<file path="config.mk">
export PLATFORM = sky130hd
export DESIGN_NAME = sdram_arbiter
export DESIGN_NICKNAME = d
export VERILOG_FILES = /design/src/rtl/sdram_arbiter.sv
export SDC_FILE = /design/constraint.sdc
export NUM_CORES = 1
export LEC_CHECK = 0
export ABC_AREA = 1
export BUFFER_PORTS_ARGS = -buffer_cell sky130_fd_sc_hd__clkbuf_2
export CAP_MARGIN = 0
export CORE_MARGIN = 2
export CORE_UTILIZATION = 40
export CTS_CLUSTER_SIZE = 8
export DETAILED_ROUTE_END_ITERATION = 8
export GPL_TIMING_DRIVEN = 0
export HOLD_SLACK_MARGIN = 0.08
export PLACE_DENSITY_LB_ADDON = 0.08
export SLEW_MARGIN = 10
export SYNTH_ARGS = -nofsm -noshare
export SYNTH_HDL_FRONTEND = slang
export SYNTH_SLANG_ARGS = --single-unit
</file>
<file path="constraint.sdc">
create_clock -name i_clk -period 2.5 [get_ports i_clk]
set_clock_uncertainty 0.15 [all_clocks]
set_input_delay 0.625 -clock i_clk [delete_from_list [all_inputs] [get_ports i_clk]]
set_output_delay 0.625 -clock i_clk [all_outputs]
set_load 0.05 [all_outputs]
</file>
<file path="src/rtl/sdram_arbiter.sv">
`timescale 1ns/1ps
// sdram_arbiter
// Shares one SDRAM command/address/data bus between the power-up init
// module, the auto-refresh module and the write and read burst modules.
// Also owns the auto-refresh interval timer that raises o_ref_rq.
//
// Handshake: a client holds its request (i_wr_rq / i_rd_rq, or o_ref_rq for
// refresh) as a level until it sees its one-cycle grant pulse
// (o_wr_en / o_rd_en / o_ref_en). That pulse is high in the first cycle the
// client owns the bus. The client drives its bus inputs while it owns the bus
// and releases ownership with a one-cycle end pulse (i_wr_end_flag /
// i_rd_end_flag / i_ref_end). The arbiter never latches requests.
//
// Ports:
//   i_clk, i_rst                 clock, synchronous active-high reset
//   i_init_end                   init sequence complete (level)
//   i_init_cmd, i_init_addr      init module bus drive
//   i_ref_end                    refresh sequence done (pulse)
//   i_ref_cmd, i_ref_addr        refresh module bus drive
//   i_wr_rq, i_rd_rq             write / read requests (level)
//   i_wr_end_flag, i_rd_end_flag write / read burst done (pulse)
//   i_wr_cmd, i_wr_addr, i_wr_bank_addr, i_wr_data   write module bus drive
//   i_rd_cmd, i_rd_addr, i_rd_bank_addr              read module bus drive
//   o_ref_rq                     refresh pending
//   o_ref_en, o_wr_en, o_rd_en   one-cycle grant pulses
//   o_sdram_cmd/addr/bank        muxed SDRAM command {cs_n,ras_n,cas_n,we_n}
//   o_sdram_dq_out, o_sdram_dq_oe  write data and tristate enable
//   o_state                      debug: 0 INIT, 1 ARBIT, 2 AREF, 3 WRITE, 4 READ
module sdram_arbiter #(
    parameter int DATA_WIDTH = 16,
    parameter int ADDR_WIDTH = 12,
    parameter int REF_PERIOD = 390
) (
    input  logic                  i_clk,
    input  logic                  i_rst,
    input  logic                  i_init_end,
    input  logic [3:0]            i_init_cmd,
    input  logic [ADDR_WIDTH-1:0] i_init_addr,
    input  logic                  i_ref_end,
    input  logic [3:0]            i_ref_cmd,
    input  logic [ADDR_WIDTH-1:0] i_ref_addr,
    input  logic                  i_wr_rq,
    input  logic                  i_rd_rq,
    input  logic                  i_wr_end_flag,
    input  logic                  i_rd_end_flag,
    input  logic [3:0]            i_wr_cmd,
    input  logic [ADDR_WIDTH-1:0] i_wr_addr,
    input  logic [1:0]            i_wr_bank_addr,
    input  logic [DATA_WIDTH-1:0] i_wr_data,
    input  logic [3:0]            i_rd_cmd,
    input  logic [ADDR_WIDTH-1:0] i_rd_addr,
    input  logic [1:0]            i_rd_bank_addr,
    output logic                  o_ref_rq,
    output logic                  o_ref_en,
    output logic                  o_wr_en,
    output logic                  o_rd_en,
    output logic [3:0]            o_sdram_cmd,
    output logic [ADDR_WIDTH-1:0] o_sdram_addr,
    output logic [1:0]            o_sdram_bank,
    output logic [DATA_WIDTH-1:0] o_sdram_dq_out,
    output logic                  o_sdram_dq_oe,
    output logic [2:0]            o_state
);

    localparam int         CNT_W   = (REF_PERIOD > 1) ? $clog2(REF_PERIOD) : 1;
    localparam logic [3:0] CMD_NOP = 4'b0111;

    typedef enum logic [2:0] {
        ST_INIT  = 3'd0,
        ST_ARBIT = 3'd1,
        ST_AREF  = 3'd2,
        ST_WRITE = 3'd3,
        ST_READ  = 3'd4
    } state_t;

    state_t             r_state;
    state_t             w_next;
    logic [CNT_W-1:0]   r_ref_cnt;
    logic               r_ref_rq;
    logic               r_last_wr;   // 1: last wr/rd grant went to WRITE
    logic               r_ref_en;
    logic               r_wr_en;
    logic               r_rd_en;
    logic               w_ref_expire;

    assign w_ref_expire = i_init_end && (r_ref_cnt == CNT_W'(REF_PERIOD - 1));

    // Refresh interval timer: idle at 0 until init completes, then free-running.
    always_ff @(posedge i_clk) begin
        if (i_rst || !i_init_end) begin
            r_ref_cnt <= '0;
        end else if (w_ref_expire) begin
            r_ref_cnt <= '0;
        end else begin
            r_ref_cnt <= r_ref_cnt + CNT_W'(1);
        end
    end

    // Expiry wins over a coinciding ref_end; an expiry while already pending
    // simply keeps the flag high, so at most one refresh is ever owed.
    always_ff @(posedge i_clk) begin
        if (i_rst) begin
            r_ref_rq <= 1'b0;
        end else if (w_ref_expire) begin
            r_ref_rq <= 1'b1;
        end else if (i_ref_end) begin
            r_ref_rq <= 1'b0;
        end
    end

    always_ff @(posedge i_clk) begin
        if (i_rst) begin
            r_state <= ST_INIT;
        end else begin
            r_state <= w_next;
        end
    end

    // Every grant is issued from ARBIT and every owner returns to ARBIT,
    // so at least one ARBIT cycle separates consecutive grants.
    always_comb begin
        w_next = r_state;
        case (r_state)
            ST_INIT: begin
                if (i_init_end) w_next = ST_ARBIT;
            end
            ST_ARBIT: begin
                if (r_ref_rq) begin
                    w_next = ST_AREF;
                end else if (i_wr_rq && i_rd_rq) begin
                    w_next = r_last_wr ? ST_READ : ST_WRITE;
                end else if (i_wr_rq) begin
                    w_next = ST_WRITE;
                end else if (i_rd_rq) begin
                    w_next = ST_READ;
                end
            end
            ST_AREF: begin
                if (i_ref_end) w_next = ST_ARBIT;
            end
            ST_WRITE: begin
                if (i_wr_end_flag) w_next = ST_ARBIT;
            end
            ST_READ: begin
                if (i_rd_end_flag) w_next = ST_ARBIT;
            end
            default: w_next = ST_INIT;
        endcase
    end

    // Grant pulses are registered from the ARBIT decision, so they line up
    // with the first cycle spent in the granted state.
    always_ff @(posedge i_clk) begin
        if (i_rst) begin
            r_ref_en  <= 1'b0;
            r_wr_en   <= 1'b0;
            r_rd_en   <= 1'b0;
            r_last_wr <= 1'b0;
        end else begin
            r_ref_en <= (r_state == ST_ARBIT) && (w_next == ST_AREF);
            r_wr_en  <= (r_state == ST_ARBIT) && (w_next == ST_WRITE);
            r_rd_en  <= (r_state == ST_ARBIT) && (w_next == ST_READ);
            if ((r_state == ST_ARBIT) && (w_next == ST_WRITE)) begin
                r_last_wr <= 1'b1;
            end else if ((r_state == ST_ARBIT) && (w_next == ST_READ)) begin
                r_last_wr <= 1'b0;
            end
        end
    end

    // Bus mux follows the current owner with no added latency. While reset is
    // asserted the bus is parked on NOP regardless of what init drives.
    always_comb begin
        o_sdram_cmd    = CMD_NOP;
        o_sdram_addr   = '0;
        o_sdram_bank   = 2'b00;
        o_sdram_dq_out = '0;
        o_sdram_dq_oe  = 1'b0;
        if (!i_rst) begin
            case (r_state)
                ST_INIT: begin
                    o_sdram_cmd  = i_init_cmd;
                    o_sdram_addr = i_init_addr;
                end
                ST_AREF: begin
                    o_sdram_cmd  = i_ref_cmd;
                    o_sdram_addr = i_ref_addr;
                end
                ST_WRITE: begin
                    o_sdram_cmd    = i_wr_cmd;
                    o_sdram_addr   = i_wr_addr;
                    o_sdram_bank   = i_wr_bank_addr;
                    o_sdram_dq_out = i_wr_data;
                    o_sdram_dq_oe  = 1'b1;
                end
                ST_READ: begin
                    o_sdram_cmd  = i_rd_cmd;
                    o_sdram_addr = i_rd_addr;
                    o_sdram_bank = i_rd_bank_addr;
                end
                default: ;
            endcase
        end
    end

    assign o_ref_rq = r_ref_rq;
    assign o_ref_en = r_ref_en;
    assign o_wr_en  = r_wr_en;
    assign o_rd_en  = r_rd_en;
    assign o_state  = r_state;

endmodule

</file>
Yosys cells after proc, flatten, opt, wreduce, memory -nomap -nowiden

Index checks and enable logic that the tools add are counted.

Bits in registers: 17
Logic and storage cells: 51
Output and inout bits: 42
Input bits: 92

$add $sub $neg: 1
Eq/ne operators: 8
Reductions and logical operators: 11
Mux-type cells: 24

Operators with widths:

| cell                | count |
|---|---|
| $pmux 12 s4         | 1 |
| $mux 16             | 2 |
| $mux 3              | 9 |
| $pmux 4 s4          | 1 |
| $pmux 3 s5          | 1 |
| $eq 3x2->1 const B  | 4 |
| $mux 12             | 1 |
| $add 9x1->9 const B | 1 |
| $eq 9x9->1 const B  | 1 |
| $eq 3x3->1 const B  | 2 |
| $mux 1              | 6 |
| $logic_and 1x1->1   | 5 |
| $mux 4              | 1 |
| $pmux 2 s2          | 1 |
| $reduce_bool 2->1   | 2 |
| $eq 3x1->1 const B  | 1 |
| $logic_not 3->1     | 1 |
| $mux 2              | 1 |
| $reduce_or 2->1     | 1 |
| $logic_not 1->1     | 1 |
| $logic_or 1x1->1    | 1 |

Depth between registers and ports, before layout

Gate-level depths: netlist of run 1.

Word-level depth: 9
Mapped depth: 8
Mapped depth without buffers: 7

Worst setup path before layout of run 1

No wires, ideal clock.

Path kind: flip-flop to output port
From: register r_state[1], in the netlist o_state[1]
To: output port o_sdram_bank[0]
Setup slack: -0.562 ns
Data required time: 1.725 ns
Path buffers: 1
Data arrival time: 2.287 ns
Cell stages (with the launch flop): 5
Cell sequence: dfxtp_1 -> buf_4 -> nand3_2 -> nor2_1 -> a32o_1

Longest elaborated chain between the ends: 3

Ends and longest elaborated chain:

| item                                            | line | source |
|---|---|---|
| from (decl)                                     | 76   | `state_t r_state;` |
| from (signal assigned)                          | 115  | `r_state <= w_next;` |
| $eq 3x3->1 / $eq 3x2->1 (equally long branches) | 180  | `case (r_state)` |
| $pmux 2 s2 *                                    | 180  |  |
| $mux 2 *                                        | 179  | `if (!i_rst) begin` |
| to (decl)                                       | 59   | `output logic [1:0] o_sdram_bank,` |

Mark *: on every way between the ends. The rest lies on a longest branch, timed or not.

Worst setup path after layout of run 1

From: register r_state[0], in the netlist o_state[0]
To: output port o_sdram_addr[0]

Longest elaborated chain between the ends: 3

Ends and longest elaborated chain:

| item                               | line | source |
|---|---|---|
| $eq 3x3->1 (tied with other cells) | 180  |  |
| $pmux 12 s4 *                      | 180  |  |
| $mux 12 *                          | 179  |  |
| to (decl)                          | 58   | `output logic [ADDR_WIDTH-1:0] o_sdram_addr,` |

Marks and branches as above.

==> impl_results.md, run 1 <==
- Outcome: completed
- Starting Density: 0.4264
- WP buf/inv: 2
- Vias: 2120
- Worst EP arrival: 1.67 ns
- Mapped Area: 1456 um2
- Htree depth: 1
- DRC viols: 0
- Max Cap Viol: 0
- Reg2reg path depth: 7
- Pin count of the biggest net entering global routing: 11
- Post-route antenna net violation count: 0
- Worst-path cell chain: nor2_4 > nand2_4 > clkinvlp_4 > a22o_2 > nor2_1 > nor2_2 > clkbuf_4
- GRT overflow: 0
- Top_reg_cell synth: dfxtp_1
- Final setup violation count: 0
- Finished Layout Cells: 416
- YS warnings: 0
- CP Class: flop to primary output
- Routability cong.: 0.8481
- Yosys cell types: 27
- Layout area overhead: 79.98%
- Critical R2R Capture: r_ref_cnt[5]$_SDFF_PP0_
- End of the worst hold path: r_ref_cnt[0]$_SDFF_PP0_
- Via density per instance: 5.096
- Clock sink total: 17
- Fmax: 408.4 MHz
- Maximum clock path buffer count: 2
- Critical path depth: 7
- Worst vdd ir: 314.2 uV
- CTS Buf Count: 3
- Critical path peak fanout: 8
- Register area: 351.6 um2
- Sequential area share after synthesis: 0.2337
- Post-synth EDFFs: 0
- Layout Nets: 465
- Hold Path Origin: r_ref_cnt[0]$_SDFF_PP0_
- Post-DP HPWL: 4181 um
- Rows: 21
- Async SR Flop Fraction: 0
- Die Y: 64.34 um
- Count of input and output buffers: 132
- Worst setup margin: 0.05171 ns
- R2r setup slk: 1.01 ns
- Crit path time final: 2.448 ns
- CTS clk-pin slew, worst paths: 0.10 ns
- Vias in the first global route: 2049
- Worst rel slew slack: 0.7606
- CTS tree: built
- PD cells: 408.4 nW/um2
- Synthesized Nets: 318
- Post-Place Cells: 402
- Proportion of layout cells with a drive suffix above 1: 0.5730
- Global-route wire length before repair: 9066 um
- Crit-path slowest cell: dfxtp_4
- Antenna cell count: 0
- Unrepaired setup endpoints after global routing: yes
- Cells after Synth: 224
- Pre-antenna DRT Iters: 4
- Max incr delay on CP: 0.44 ns
- WL/cell: 13.81 um
- Hold Crit Class: flop to flop
- Final-report hold violation count: 0
- Initial antenna violation count: 0
- Clock root buffer: clkbuf_4
- Die W: 64.34 um
- Total GRT Usage: 0.2683
- Crit path capture type: primary output
- Skew-Pair Late Insertion Delay: 0.30 ns
- Worst-Margin Slew: 0.3581 ns
- Yosys reg bits: 17
- Core area: 3416 um2
- CP delay by family, top: flip-flops
- Reg2reg start: r_ref_cnt[1]$_SDFF_PP0_
- Worst endpoint required time: 1.73 ns
- Max-slew violations: 0
- Syn_area_per_cell: 6.502 um2
- Drt total wl: 5747 um
- # fillers: 274
- Iter 0 DRT Violations: 138
- Multi-input logic area: 1056 um2
- CTS Hold Buffers Added: 0
- Ports: 134
- Final period util: 0.9793
- CP startpoint kind: flop
- Pleak: 0.001336 uW
- Die area: 4140 um2
- Worst hold stages: 1
- Place WS: -0.2287 ns
## how the worst max path moves through the flow
stage	from	endpoint	slack, ns
finish	o_state[0]$_SDFF_PP0_	o_sdram_addr[0]	0.05
global route	o_state[1]$_SDFF_PP0_	o_sdram_addr[8]	-0.007
CTS	o_state[1]$_SDFF_PP0_	o_sdram_addr[6]	0.0002
detailed placement	i_rst	o_sdram_addr[3]	-0.23
global placement	i_rst	o_sdram_addr[6]	-0.22
floorplan	i_rst	o_sdram_dq_out[3]	-0.03
## layer usage
metal,share of wire,up-vias,global-route usage,routed length [um]
met2,0.53,85,0.5000,3032
met5,0,-,0,0
met1,0.37,968,0.2960,2139
met4,0.026,0,0.1117,151
li1,-,1050,-,-
met3,0.074,17,0.04754,423
## flip-flops by register name (all words and copies together) (netlist names)
register	cells
o_state	3
o_ref_en	1
r_ref_cnt	9
o_rd_en	1
o_ref_rq	1
o_wr_en	1
r_last_wr	1
## cells by family after synthesis
group	synth area share
AO/OA/AOI/OAI	0.2285
XOR/XNOR	0.02406
adder cells (fa/ha/maj)	0.01718
buffers and inverters	0.1117
flip-flops	0.2337
AND/OR/NAND/NOR	0.3849
## cells in the final DEF, fill, tap and decap left out, drive strengths merged
master | synthesis | layout
dfxtp | 17 | 17
xor2 | 3 | 3
clkbuf | 4 | 136
nand2 | 43 | 43
a32o | 2 | 2
a31oi | 1 | 1
xnor2 | 1 | 1
a21oi | 9 | 9
nand3 | 15 | 15
clkinvlp | 0 | 1
or2 | 1 | 1
buf | 7 | 20
nor3 | 3 | 3
inv | 17 | 17
a22o | 26 | 26
ha | 2 | 2
nor2 | 61 | 61
nand4 | 5 | 5
o21ai | 6 | 6
nand3b | 1 | 1
## area by class of cell
type / instances / share of cell area
multi-input cells: 179 / 0.4029
inverters: 17 / 0.03103
plain buffers: 10 / 0.03819
repair inverters: 1 / 0.002864
well taps: 46 / 0.02196
repair buffers: 142 / 0.3590
flip-flops and latches: 17 / 0.1341
clock buffers: 4 / 0.01002
## repair_timing
| item | in CTS | in global routing |
|---|---|---|
| endpoints found under the setup margin | 34 | 34 |
| setup buffers | 2 | 5 |
| gates resized for setup | 52 | 21 |
| gates cloned | 1 | 3 |
| pin swaps | 2 | 6 |
## Yosys cell counts, types with 3 or more instances
cell,count,area share
nand3_1,14,0.048
nand2_2,8,0.034
o21ai_0,6,0.021
a22o_2,3,0.021
dfxtp_1,17,0.23
inv_2,4,0.010
xor2_1,3,0.018
inv_1,13,0.034
a22o_1,23,0.14
a21oi_1,9,0.031
clkbuf_1,4,0.010
nor3_1,3,0.010
buf_6,5,0.039
nand4_1,5,0.021
nand2_1,35,0.090
nor2_1,59,0.15
## power by group
group	total [uW]	switching [uW]	internal [uW]	leakage, uW
Combinational	619	363	256	0.00118
Clock	152	89.7	62.4	0.0000150
Sequential	300	18.9	281	0.000140
Total	1070	472	599	0.00134
## stage by stage
stage	utilization	hold slack (ns)	instance area, um2	TNS [ns]	total power, uW
floorplan	-	0.2837	1538	-0.06320	668.1
global placement	0.6604	0.2984	2256	-4.497	813.4
detailed placement	0.6604	0.3087	2256	-4.511	817.3
CTS	0.7399	0.3324	2527	0	1037
global route	0.7674	0.3404	2621	-0.007047	1123
finish	0.7674	0.3276	2621	0	1070
No activity file was read; power rests on OpenSTA's default activity.
==> run 2: changes to the inputs <==
CELL_PAD_IN_SITES_DETAIL_PLACEMENT = 0   (was not set)
CELL_PAD_IN_SITES_GLOBAL_PLACEMENT = 2   (was not set)
CORE_UTILIZATION = 18   (was 40)
==> run 2 against run 1 <==
  * Combinational power is 4.7% higher
  * Register-to-register slack worse by 0.05 ns
  * Final cell count is 14% higher
  * Via count is 5.0% lower
  * Non-clock buffer count is 5 higher
  * Flip-flop and latch count stayed put
  * Power is 7.8% higher
  * Global-route usage is 13 points lower
  * Largest power group unchanged
==> impl_results.md, run 2 (synthesis results as in run 1) <==
- Clock sink total: 17
- GRT overflow: 0
- Worst endpoint required time: 1.73 ns
- Multi-input logic area: 1066 um2
- Critical R2R Capture: o_ref_en$_SDFF_PP0_
- Proportion of layout cells with a drive suffix above 1: 0.5963
- Finished Layout Cells: 476
- Die area: 8827 um2
- Max Cap Viol: 0
- # fillers: 875
- Fin area: 2714 um2
- Unrepaired setup endpoints after global routing: yes
- Layout area overhead: 86.34%
- Post-DP HPWL: 5016 um
- Htree depth: 1
- Pin count of the biggest net entering global routing: 11
- Fmax: 409.6 MHz
- Pre-antenna DRT Iters: 4
- DRC viols: 0
- CP startpoint kind: flop
- Final period util: 0.9765
- Post-route setup TNS: 0 ns
- CTS Buf Count: 3
- Drt total wl: 6394 um
- Post-Place Cells: 458
- Worst-Margin Slew: 0.3611 ns
- Routability cong.: 0.7371
- Worst rel slew slack: 0.7586
- Final setup violation count: 0
- Die Y: 93.95 um
- Vias in the first global route: 1916
- Clock root buffer: clkbuf_8
- Skew-Pair Late Insertion Delay: 0.25 ns
- Starting Density: 0.1875
- Max FFs per register: 9
- Maximum clock path buffer count: 2
- R2r setup slk: 0.96 ns
- Outcome: completed
- Post-route antenna net violation count: 0
- Count of input and output buffers: 132
- Crit path capture type: primary output
- Final-report hold violation count: 0
- Most frequent cells in the layout: 111 x clkbuf_2, 35 x nor2_2, 34 x nand2_1
- Reg2reg path depth: 8
- CP Class: flop to primary output
- Layout Nets: 469
- Placed cell areas: 2326 um2
- Global-route wire length before repair: 9542 um
- Worst Setup SP: o_state[1]$_SDFF_PP0_
- Total GRT Usage: 0.1361
- Core area: 7767 um2
- Via density per instance: 4.231
- Ports: 134
- Worst Setup EP: o_sdram_addr[4]
- Reg2reg start: o_state[1]$_SDFF_PP0_
- WL/cell: 13.43 um
- Die W: 93.95 um
- Final Util: 0.3494
- Critical path peak fanout: 7
- Worst EP arrival: 1.67 ns
- Hold Crit Class: flop to flop
- Max-slew violations: 0
- Crit path time final: 2.441 ns
- Antenna cell count: 0
- Initial antenna violation count: 0
- Iter 0 DRT Violations: 38
- Commonest non-fill, non-tap cell in the layout: clkbuf_2
- CTS clk-pin slew, worst paths: 0.07 ns
- Rows: 32
- Worst vdd ir: 239.5 uV
- Vias: 2014
- CTS tree: built
- Biggest register: r_ref_cnt
- PD cells: 425.3 nW/um2
- Register area: 346.6 um2
- Pleak: 0.001355 uW
-- run 2: per-stage QoR --
| step | worst slack [ns] | hold slack, ns | power [uW] |
|---|---|---|---|
| 2_1_floorplan | -0.03160 | 0.2837 | 668.1 |
| 3_3_place_gp | -0.3125 | 0.3014 | 831.8 |
| 3_5_place_dp | -0.3173 | 0.3107 | 828.9 |
| 4_1_cts | 0.002137 | 0.3231 | 1077 |
| 5_1_grt | -0.03535 | 0.3490 | 1229 |
| 6_report | 0.05879 | 0.3227 | 1154 |
-- run 2: layout make-up --
cell class | count | area share
Tap cell | 102 | 0.04703
Buffer | 11 | 0.04242
Timing Repair Buffer | 146 | 0.3435
Multi-Input combinational cell | 179 | 0.3928
Clock inverter | 1 | 0.001844
Sequential cell | 17 | 0.1277
Inverter | 17 | 0.02951
Clock buffer | 3 | 0.01521
-- run 2: where the power goes --
group / leakage (uW) / switching [uW] / internal [uW] / total [uW]
Clock: 0.0000255 / 99.3 / 111 / 210
Combinational: 0.00119 / 372 / 276 / 648
Sequential: 0.000139 / 14.5 / 282 / 296
-- run 2: worst max-delay path, stage by stage (launching register included) --
cell and delay (ns):
dfxtp_2 0.34, buf_6 0.13, nor2_4 0.06, nand2_2 0.09
clkinv_4 0.11, buf_4 0.17, a22o_1 0.19, nor2_1 0.11
nor2_2 0.06, buf_8 0.16
-- run 2: repair_timing --
action | CTS | global route
hold endpoints to repair | 0 | 0
cloned | 0 | 2
buffers inserted | 1 | 11
hold buffers | 0 | 0
pin swaps | 1 | 11
resized for setup | 40 | 39
setup endpoints to repair | 34 | 33
-- run 2: worst min-delay path by stage --
stage	from	end	slack [ns]	cells past startpoint
6_report	r_ref_cnt[0]$_SDFF_PP0_	r_ref_cnt[0]$_SDFF_PP0_	0.32	1
5_1_grt	r_last_wr$_SDFFE_PP0P_	r_last_wr$_SDFFE_PP0P_	0.35	2
4_1_cts	r_last_wr$_SDFFE_PP0P_	r_last_wr$_SDFFE_PP0P_	0.32	2
3_5_place_dp	r_ref_cnt[0]$_SDFF_PP0_	r_ref_cnt[0]$_SDFF_PP0_	0.31	1
3_3_place_gp	r_ref_cnt[0]$_SDFF_PP0_	r_ref_cnt[0]$_SDFF_PP0_	0.30	1
2_1_floorplan	r_ref_cnt[0]$_SDFF_PP0_	r_ref_cnt[0]$_SDFF_PP0_	0.28	1
-- run 2: per-layer routing --
layer,vias up,part of all wire,global-route usage
li1,1052,-,-
met1,876,0.43,0.1637
met2,82,0.48,0.2488
met3,4,0.078,0.02408
met4,0,0.0089,0.03382
met5,-,0,0
==> run 3: changes to the inputs <==
PLACE_DENSITY_LB_ADDON = 0.1   (was 0.08)
==> run 3 against run 2 <==
  * Critical path depth shrank 1
  * Core utilization up 0.097 points
  * Flip-flop and latch count unchanged
  * Power shrank 0.28%
  * Die area did not move
  * Register-to-register slack is essentially flat
  * Maximum frequency up 1.3%
  * Design area rose by 0.28%
  * Sequential power hardly changed
  * Worst hold slack worse by 0.0044 ns
  * Setup slack improved by 0.031 ns
  * Global-route usage shrank 0.79 points
  * Critical endpoint is now o_sdram_addr[10]
  * Largest power group unchanged
==> impl_results.md, run 3 (synthesis results as in run 1) <==
- Post-route setup TNS: 0 ns
- Pre-antenna DRT Iters: 4
- Ports: 134
- GR met3 Demand/Resource: 0.02247
- Max Cap Viol: 0
- Reg2reg start: r_ref_cnt[1]$_SDFF_PP0_
- Max incr delay on CP: 0.40 ns
- Fmax: 414.9 MHz
- Hold Path Origin: r_ref_cnt[0]$_SDFF_PP0_
- Post-Place Cells: 458
- Int Power: 666.8 uW
- # fillers: 898
- Finished Layout Cells: 476
- CTS tree: built
- Vias: 2026
- Clock sink total: 17
- Rows: 32
- Outcome: completed
- Layout area overhead: 86.86%
- CP delay by family, top: buffers and inverters
- WP buf/inv: 3
- Clk pwr share: 0.180
- Proportion of layout cells with a drive suffix above 1: 0.5802
- CTS Buf Count: 3
- DRC viols: 0
- Global-route wire length before repair: 9163 um
- CP startpoint kind: flop
- Hold Crit Class: flop to flop
- Worst vdd ir: 274.0 uV
- Die area: 8827 um2
- Final-report hold violation count: 0
- Unrepaired setup endpoints after global routing: no
- Iter 0 DRT Violations: 47
- Place WS: -0.3180 ns
- Worst rel slew slack: 0.7436
- Crit-path slowest cell: dfxtp_4
- Max FFs per register: 9
- Pleak: 0.001359 uW
- Htree depth: 1
- Layout Nets: 469
- Placed cell areas: 2326 um2
- Grt met1 use: 0.1553
- WL/cell: 12.98 um
- Hold WS: 0.3183 ns
- Worst EP arrival: 1.64 ns
- Final period util: 0.9640
- Routability cong.: 0.7822
- Vias in the first global route: 1844
- Worst-path cell chain: nor2_4 > nand2_2 > clkinv_4 > clkbuf_16 > a22o_1 > nor2_2 > nor2_4 > clkbuf_8
- Via density per instance: 4.256
- Biggest register: r_ref_cnt
- Count of input and output buffers: 132
- Met2 Use GR: 0.2351
- Post-route antenna net violation count: 0
- Die Y: 93.95 um
- Switch share: 0.4207
- Most frequent cells in the layout: 114 x clkbuf_2, 34 x nand2_1, 29 x nor2_2, 29 x nor2_1, 23 x a22o_1
- Crit path time final: 2.410 ns
- Critical path peak fanout: 6
- Skew-Pair Late Insertion Delay: 0.25 ns
- Logic pwr share: 0.563
- Sequential power share: 0.257
- Worst Setup SP: o_state[1]$_SDFF_PP0_
- Worst-Margin Slew: 0.3835 ns
- Worst endpoint required time: 1.73 ns
- PD cells: 423.0 nW/um2
- Commonest non-fill, non-tap cell in the layout: clkbuf_2
- Maximum clock path buffer count: 2
- Pin count of the biggest net entering global routing: 11
- Antenna cell count: 0
- Worst setup margin: 0.08998 ns
- Initial antenna violation count: 0
- Die W: 93.95 um
- Total GRT Usage: 0.1283
- Starting Density: 0.1875
- CP Class: flop to primary output
- Top cell by count, worst path: nor2_4
- Core area: 7767 um2
- Drt total wl: 6178 um
- Crit path capture type: primary output
- Clock root buffer: clkbuf_8
- Final setup violation count: 0
- Switching Power: 484.2 uW
- GRT Max-Usage Layer: met2
- Max-slew violations: 0
- GRT overflow: 0
- CTS Hold Buffers Added: 0
- Post-DP HPWL: 4836 um
- Fin area: 2721 um2
- CTS clk-pin slew, worst paths: 0.07 ns
run 3: final timing paths:
path	to	slack, ns	depth (start not counted)
worst max-delay path	o_sdram_addr[10]	0.09	8
worst max register to register	r_ref_cnt[5]$_SDFF_PP0_	0.97	7
worst min-delay path	r_ref_cnt[0]$_SDFF_PP0_	0.32	1
worst min register to register	r_ref_cnt[0]$_SDFF_PP0_	0.32	1
run 3: routing by layer:
| metal | up-vias | share of wire |
|---|---|---|
| li1 | 1060 | - |
| met1 | 890 | 0.43 |
| met2 | 69 | 0.49 |
| met3 | 7 | 0.074 |
| met4 | 0 | 0.0099 |
| met5 | - | 0 |
run 3: layout make-up:
| class | instances | area (um2) | share of cell area |
|---|---|---|---|
| Tap cell | 102 | 127.6 | 0.04690 |
| Buffer | 10 | 103.9 | 0.03816 |
| Inverter | 17 | 85.08 | 0.03126 |
| Clock buffer | 3 | 41.29 | 0.01517 |
| Clock inverter | 1 | 5.005 | 0.001839 |
| Timing Repair Buffer | 147 | 955.9 | 0.3513 |
| Multi-Input combinational cell | 179 | 1051 | 0.3862 |
| Sequential cell | 17 | 351.6 | 0.1292 |
run 3: timing repair:
item,CTS,global route
buffers inserted,2,10
gates cloned,0,3
pin swaps,2,5
gates resized for setup,40,22
setup endpoints to repair,34,34
run 3: metrics by stage:
stage	power (uW)	util
3_3_place_gp	833.2	0.2995
5_1_grt	1218	0.3504
4_1_cts	1091	0.3272
2_1_floorplan	668.1	-
6_report	1151	0.3504
3_5_place_dp	830.9	0.2995
run 3: power groups by stage:
stage	combinational (uW)	clock (uW)	sequential [uW]
final	648	207	295
after global routing	700	222	296
after CTS	578	218	295
after detailed placement	531	0	300
after global placement	534	0	300
after floorplan	346	0	322
